`config.mk`:
```
export PLATFORM = sky130hd
export DESIGN_NAME = demux_1x2_buffered
export DESIGN_NICKNAME = d
export VERILOG_FILES = /design/src/rtl/sync_fifo.sv /design/src/rtl/demux_1x2_buffered.sv
export SDC_FILE = /design/constraint.sdc
export NUM_CORES = 1
export LEC_CHECK = 0
export CAP_MARGIN = 20
export CORE_MARGIN = 1.5
export CORE_UTILIZATION = 59
export DETAILED_ROUTE_END_ITERATION = 16
export GPL_TIMING_DRIVEN = 0
export PLACE_DENSITY = 0.8
export SLEW_MARGIN = 5
export SYNTH_ARGS = -nofsm -noshare
export SYNTH_HDL_FRONTEND = slang
export SYNTH_SLANG_ARGS = --single-unit
```
`constraint.sdc`:
```
create_clock -name CLK -period 6.6 [get_ports CLK]
set_input_delay 1.98 -clock CLK [delete_from_list [all_inputs] [get_ports CLK]]
set_output_delay 1.98 -clock CLK [all_outputs]
set_load 0.03 [all_outputs]
```
`src/rtl/sync_fifo.sv`:
```
// Single-clock FIFO with a registered, zero-when-empty head word.
// Head is precomputed each cycle so consumers see a pure register output.
module sync_fifo #(
  parameter int DATA_WIDTH = 32,
  parameter int FIFO_DEPTH = 2
) (
  input  logic                          CLK,
  input  logic                          RST,
  input  logic                          Push,
  input  logic [DATA_WIDTH-1:0]         Push_Data,
  input  logic                          Pop,
  output logic [DATA_WIDTH-1:0]         Head,
  output logic [$clog2(FIFO_DEPTH):0]   Count,
  output logic                          Full,
  output logic                          Empty
);

  localparam int PW = $clog2(FIFO_DEPTH);
  localparam int CW = PW + 1;

  logic [DATA_WIDTH-1:0] mem [FIFO_DEPTH];
  logic [PW-1:0]         wr_ptr;
  logic [PW-1:0]         rd_ptr;
  logic [PW-1:0]         rd_next;
  logic [CW-1:0]         count_n;
  logic [DATA_WIDTH-1:0] head_n;
  logic                  push_ok;
  logic                  pop_ok;

  assign push_ok = Push && !Full;
  assign pop_ok  = Pop && !Empty;
  assign rd_next = rd_ptr + 1'b1;

  // After a pop the new head is either already stored, or (with one entry
  // left) it is the word being pushed in this same cycle.
  always_comb begin
    count_n = Count + {{PW{1'b0}}, push_ok} - {{PW{1'b0}}, pop_ok};
    head_n  = Head;
    if (count_n == '0) begin
      head_n = '0;
    end else if (pop_ok) begin
      head_n = (Count == CW'(1)) ? Push_Data : mem[rd_next];
    end else if (Empty) begin
      head_n = Push_Data;
    end
  end

  always_ff @(posedge CLK) begin
    if (RST) begin
      wr_ptr <= '0;
      rd_ptr <= '0;
      Count  <= '0;
      Head   <= '0;
      Full   <= 1'b0;
      Empty  <= 1'b1;
    end else begin
      if (push_ok) wr_ptr <= wr_ptr + 1'b1;
      if (pop_ok)  rd_ptr <= rd_next;
      Count <= count_n;
      Head  <= head_n;
      Full  <= (count_n == CW'(FIFO_DEPTH));
      Empty <= (count_n == '0);
    end
  end

  always_ff @(posedge CLK) begin
    if (push_ok) mem[wr_ptr] <= Push_Data;
  end

endmodule

```
`src/rtl/demux_1x2_buffered.sv`:
```
// 1-to-2 stream demux: each input word is steered by IN_Sel into one of two
// output queues, so a stalled consumer only blocks words aimed at it.
module demux_1x2_buffered #(
  parameter int DATA_WIDTH = 32,
  parameter int FIFO_DEPTH = 2
) (
  input  logic                          CLK,
  input  logic                          RST,
  input  logic [DATA_WIDTH-1:0]         IN_Data,
  input  logic                          IN_Sel,
  input  logic                          IN_Valid,
  output logic                          IN_Ready,
  output logic [DATA_WIDTH-1:0]         OUT_0,
  output logic                          OUT_0_Valid,
  input  logic                          OUT_0_Ready,
  output logic [DATA_WIDTH-1:0]         OUT_1,
  output logic                          OUT_1_Valid,
  input  logic                          OUT_1_Ready,
  output logic [$clog2(FIFO_DEPTH):0]   Count_0,
  output logic [$clog2(FIFO_DEPTH):0]   Count_1
);

  logic                  full_0;
  logic                  full_1;
  logic                  empty_0;
  logic                  empty_1;
  logic [DATA_WIDTH-1:0] head_0;
  logic [DATA_WIDTH-1:0] head_1;
  logic                  push_0;
  logic                  push_1;
  logic                  pop_0;
  logic                  pop_1;

  // Ready depends only on registered full flags: no consumer-to-producer path.
  assign IN_Ready = IN_Sel ? !full_1 : !full_0;

  assign push_0 = IN_Valid && IN_Ready && !IN_Sel;
  assign push_1 = IN_Valid && IN_Ready &&  IN_Sel;
  assign pop_0  = OUT_0_Valid && OUT_0_Ready;
  assign pop_1  = OUT_1_Valid && OUT_1_Ready;

  assign OUT_0_Valid = !empty_0;
  assign OUT_1_Valid = !empty_1;
  assign OUT_0       = empty_0 ? '0 : head_0;
  assign OUT_1       = empty_1 ? '0 : head_1;

  sync_fifo #(
    .DATA_WIDTH (DATA_WIDTH),
    .FIFO_DEPTH (FIFO_DEPTH)
  ) u_fifo_0 (
    .CLK       (CLK),
    .RST       (RST),
    .Push      (push_0),
    .Push_Data (IN_Data),
    .Pop       (pop_0),
    .Head      (head_0),
    .Count     (Count_0),
    .Full      (full_0),
    .Empty     (empty_0)
  );

  sync_fifo #(
    .DATA_WIDTH (DATA_WIDTH),
    .FIFO_DEPTH (FIFO_DEPTH)
  ) u_fifo_1 (
    .CLK       (CLK),
    .RST       (RST),
    .Push      (push_1),
    .Push_Data (IN_Data),
    .Pop       (pop_1),
    .Head      (head_1),
    .Count     (Count_1),
    .Full      (full_1),
    .Empty     (empty_1)
  );

endmodule

```
==> metrics, run 1 <==
status completed; Post-Syn Instances about 660; setup ws final 1240 ps; TritonCTS clock tree built; Final Hold Fails 0; synth warn 0; RSZ-0062 raised after global routing false; effective utilization at floorplan 0.605; Async SR Flop Fraction 0; CTS root buf clkbuf_16; leading cell types in the layout, fill and taps excluded edfxtp_1 (128), clkdlybuf4s50_1 (108), dfxtp_1 (76); leakage dissipation 3.42 nW; layout cell share with drive strength beyond 1 0.156; worst r2r path cells 11; count of input and output buffers 108; Syn Area/Cell 12.7 um2; Inserted Clock Buffers 21; diode count 0; post-layout min period 5360 ps; skew final between 15 and 20 ps; Slew Limit Fails 0; Worst-Skew Late Latency about 500 ps; ys flop type edfxtp_1; Starting DRT DRC Count 621; Die Wd 123 um; reg-to-reg critical path endpoint u_fifo_0.Head[20]; Crit Path Max Fanout 3; global placement routability congestion a little over 0.8; number of H-tree levels 1; cts hold-fix bufs 0; # resized after CTS 0; total setup buffers inserted after CTS 0; worst-margin pin slew 870 ps; area of the multi-input gates around 2700 um2; setup violators final 0; vias 6026; Fmax 187 MHz; crit path to IN_Ready; DRT Pass-1 Iters 5; Clk pin slew, worst setup/hold paths 60 ps; largest net degree at the start of global routing 33; synthesized area 8430 um2; commonest non-fill, non-tap cell in the layout edfxtp_1; synthesis-to-finish area growth 23.8%; maximum vdd drop 275 uV; Synthesized Nets just over 700; critical path class in -> out; die area about 15000 um2; WL final 20.3 mm; TNS Setup 0 ps; number of synthesized flops with an enable pin 128; Critical Path RT 4620 ps; Final nets approximately 840; CP endpoint kind output pin; total gr overflow 0; initial antenna violation count 0; Design Power 4.01 mW; sequential-to-total area share from yosys stat 0.637; Boundary Pins ~110; Max clock buf depth 3; post-synth cell types 32; Placed Cells 954; FILL cells 922; CP Launch Type input port; Relative slew margins 0.420; crit path DAT 3380 ps; DRC violations left 0; average wire per standard cell 20.4 um; Die Ht 123 um; Setup crit start IN_Sel; Post-DP HPWL 13.6 mm; Max Cap Violations 0; Core Region about 14000 um2; DRT antenna net count 0; register area 5370 um2; Total GRT Usage 0.270; first-pass GRT wire length 31.0 mm; clock sink count 204; pre-CTS setup slack approximately 1200 ps; vias in the first global route 5902; Power Dens Cells 385 nW/um2; Seq cells post-synth around 200; Via density roughly 6.1; Hold Slack 457 ps; RR Startpoint u_fifo_0.Empty; crit share post-route 0.812; Core Rows 43; Post-Layout Cell Count 992; reg2reg setup slack 3770 ps; worst min path class reg -> reg
metal layers:
layer / global-route usage / share of wire
met1: 0.361 / 0.40
met2: 0.450 / 0.49
met5: 0 / 0
met3: 0.0437 / 0.084
met4: 0.0967 / 0.026
worst max-delay path: stages:
cell and delay [ps]:
clkdlybuf4s50_1 520, mux2i_1 200, clkdlybuf4s50_1 680
power by group:
group / leakage [nW] / internal [mW] / switching (mW)
clock: 0.298 / 0.603 / 0.469
sequential: 1.80 / 1.58 / 0.0870
combinational: 1.33 / 0.490 / 0.783
total: 3.42 / 2.67 / 1.34
cells in the mapped netlist, drive strengths merged (10+ instances only):
library cell	instances	share of area
o21ai	32	0.019
nor2b	67	0.050
inv	10	0.0045
a21oi	32	0.019
nand3	32	0.019
mux2	64	0.086
buf	26	0.020
a31oi	32	0.024
edfxtp	128	0.46
nor2	10	0.0045
nand2	32	0.014
clkbuf	33	0.015
a32oi	32	0.033
dfxtp	76	0.18
o211ai	32	0.029
stage by stage:
stage | cell area, um2 | utilization
global placement | 9730 | 0.698
global route | 10400 | 0.748
finish | 10400 | 0.748
detailed placement | 9820 | 0.705
CTS | 10400 | 0.748
floorplan | 8430 | -
kinds of logic after synthesis:
| kind of cell | Yosys count | share of synthesized area |
|---|---|---|
| muxes | 65 | 0.0867 |
| buffers and inverters | 70 | 0.0398 |
| AOI/OAI and AO/OA | 162 | 0.125 |
| and+or+nand+nor | 152 | 0.0959 |
| adders and majority gates | 4 | 0.00594 |
| xor gates and xnor gates | 6 | 0.00950 |
| DFF | 204 | 0.637 |
how the worst min path moves through the flow:
| stage | from | end | slack [ps] | cells after the start |
|---|---|---|---|---|
| 5_1_grt | u_fifo_0.Head[31] | u_fifo_0.Head[31] | 480 | 2 |
| 2_1_floorplan | u_fifo_0.Head[22] | u_fifo_0.Head[22] | 430 | 2 |
| 4_1_cts | u_fifo_0.Head[16] | u_fifo_0.Head[16] | 460 | 2 |
| 3_3_place_gp | u_fifo_0.Head[31] | u_fifo_0.Head[31] | 440 | 2 |
| 6_report | u_fifo_0.Head[23] | u_fifo_0.Head[23] | 460 | 2 |
| 3_5_place_dp | u_fifo_0.Head[16] | u_fifo_0.Head[16] | 450 | 2 |
state kept, by name, indices dropped and copies added (netlist names):
signal           cells
u_fifo_0.Count       2
u_fifo_0.Empty       1
u_fifo_0.Full        1
u_fifo_0.Head       32
u_fifo_0.mem        64
u_fifo_0.rd_ptr      1
u_fifo_0.wr_ptr      1
u_fifo_1.Count       2
u_fifo_1.Empty       1
u_fifo_1.Full        1
u_fifo_1.Head       32
u_fifo_1.mem        64
u_fifo_1.rd_ptr      1
u_fifo_1.wr_ptr      1
final cells by class:
class                   count  share of cell area
plain buffers              59              0.0281
well taps                 180              0.0216
repair buffers            111               0.110
inverters                  11             0.00408
multi-input cells         389               0.263
flip-flops and latches    204               0.514
clock inverters             7             0.00372
clock buffers              31              0.0549
No activity file was read; power rests on OpenSTA's default activity.
==> run 2: changes to the inputs <==
- CORE_UTILIZATION: 59 -> 50
- PLACE_DENSITY: 0.8 -> 0.72
- clock period: 6.6 -> 4.78 ns (I/O delays scaled with it)
==> metrics, run 2 (synthesized netlist as in run 1, its figures left out) <==
status completed; layout cell share with drive strength beyond 1 0.162 (+0.00513); total setup buffers inserted after CTS 0 (unchanged); vias 5964 (-1.0%); Hold Path End u_fifo_0.Head[3]; initial antenna violation count 0 (unchanged); Relative slew margins 0.378 (-0.0418); CP max-delay cell clkdlybuf4s50_1; DRT Pass-1 Iters 5 (unchanged); Max clock buf depth 3 (unchanged); min-delay src u_fifo_0.Head[3]; Core Rows 47 (+9.3%); setup violators final 0 (unchanged); Starting DRT DRC Count 467 (-25%); # resized after CTS 0 (unchanged); WL final 20.7 mm (+2.2%); maximum vdd drop 328 uV (+19%); Boundary Pins 109 (unchanged); worst-margin pin slew 933 ps (+62.8 ps); Post-DP HPWL 13.8 mm (+1.5%); biggest regs u_fifo_0.mem x64, u_fifo_1.mem x64; RR Startpoint u_fifo_0.Empty; global placement routability congestion 0.800 (-1.1%); Setup crit start IN_Sel; Die Wd 133 um (+8.4%); Final nets 838 (-0.12%); commonest non-fill, non-tap cell in the layout edfxtp_1; crit share post-route 0.900; clock sink count 204 (unchanged); FILL cells 1251 (+36%); Inserted Clock Buffers 21 (unchanged); Crit Path Max Fanout 3 (unchanged); Clk pin slew, worst setup/hold paths 60 ps (about the same); vias in the first global route 6072 (+2.9%); critical path class in -> out; Crit. path cell count 3 (unchanged); CTS root buf clkbuf_16; DRT antenna net count 0 (unchanged); worst path bufs/invs 2 (unchanged); CP dominant cell by count clkdlybuf4s50_1; CP endpoint kind output pin; Post-DP Area 9850 um2 (+0.31%); reg2reg setup slack 1930 ps (-1840 ps); Worst-Skew Late Latency 490 ps (about the same); average wire per standard cell 20.1 um (-1.7%); crit path DAT 2870 ps (-510 ps); die area 17600 um2 (+18%); CP Launch Type input port; largest net degree at the start of global routing 33 (unchanged); Power Dens Cells 538 nW/um2 (+40%); number of H-tree levels 1 (unchanged); Finished Cell Area 10500 um2 (+0.97%); Core Region 16500 um2 (+19%); max incr delay on CP 690 ps (about the same); Die Ht 133 um (+8.4%); Total GRT Usage 0.233 (-0.0373); Critical Path RT 3350 ps (-1270 ps); Fmax 233 MHz; TritonCTS clock tree built; DRC violations left 0 (unchanged); total gr overflow 0 (unchanged); diode count 0 (unchanged); Via density 5.78 (-4.8%); Final Hold Fails 0 (unchanged); RSZ-0062 raised after global routing false; worst min path class reg -> reg; cts hold-fix bufs 0 (unchanged); leading cell types in the layout, fill and taps excluded edfxtp_1 (128), clkdlybuf4s50_1 (108), dfxtp_1 (76); leakage dissipation 3.45 nW (+0.90%); synthesis-to-finish area growth 25.0%; Max Cap Violations 0 (unchanged); TNS Setup 0 ps (unchanged); skew final 7.53 ps (-7.80 ps); count of input and output buffers 108 (unchanged); effective utilization at floorplan 0.510 (-0.0948); Top Family by Delay on Critical Path buffers and inverters; Slew Limit Fails 0 (unchanged); reg-to-reg critical path endpoint u_fifo_0.Head[20]; crit-path cells clkdlybuf4s50_1, mux2i_1, clkdlybuf4s50_1; post-layout min period 4300 ps; Worst Hold Path Cells 2 (unchanged); worst r2r path cells 11 (unchanged); first-pass GRT wire length 32.1 mm (+3.8%)
run 2: changes by cell type in the layout (fill, tap and decap cells not counted), sizes merged:
| cell | delta |
|---|---|
| clkbuf | +2 |
| clkinv | -2 |
| buf | -1 |
| bufinv | +1 |
| inv | -1 |
run 2: worst max path at each step:
stage	end
after detailed placement	IN_Ready
after floorplan	u_fifo_0.mem[0][0]
after CTS	IN_Ready
after global routing	IN_Ready
final	IN_Ready
after global placement	u_fifo_0.mem[0][10]
run 2: power by group:
part           switching (mW)  total [mW]  leakage, nW  internal, mW
combinational            1.09        1.76         1.32         0.675
clock                   0.642        1.60        0.337         0.959
sequential              0.118        2.30         1.80          2.18
run 2: cell type report:
| class | instances | area [um2] | area share |
|---|---|---|---|
| Sequential cell | 204 | 5370 | 0.509 |
| Tap cell | 220 | 275 | 0.0261 |
| Multi-Input combinational cell | 389 | 2740 | 0.261 |
| Timing Repair Buffer | 110 | 1130 | 0.107 |
| Buffer | 59 | 293 | 0.0278 |
| Clock inverter | 5 | 52.6 | 0.00499 |
| Clock buffer | 33 | 631 | 0.0599 |
| Inverter | 11 | 42.5 | 0.00404 |
run 2: metal layers:
| layer | GRT usage | vias to the layer above | share of wire |
|---|---|---|---|
| met5 | 0 | - | 0 |
| met4 | 0.0647 | 0 | 0.014 |
| met3 | 0.0337 | 26 | 0.078 |
| met2 | 0.410 | 283 | 0.50 |
| met1 | 0.301 | 2906 | 0.41 |
| li1 | - | 2749 | - |
run 2: worst min-delay path: stages (launching register included):
cell and delay (ps):
dfxtp_1 300, nand2_1 50, a31oi_1 60
run 2: per-stage QoR:
stage	hold WS [ps]	setup WS (ps)	utilization	power, mW	std cells
4_1_cts	460	472	0.637	5.67	1031
5_1_grt	478	413	0.637	5.89	1031
3_3_place_gp	447	-484	0.592	4.01	991
2_1_floorplan	434	1050	-	3.45	663
6_report	457	479	0.637	5.66	1031
3_5_place_dp	453	484	0.596	4.08	993
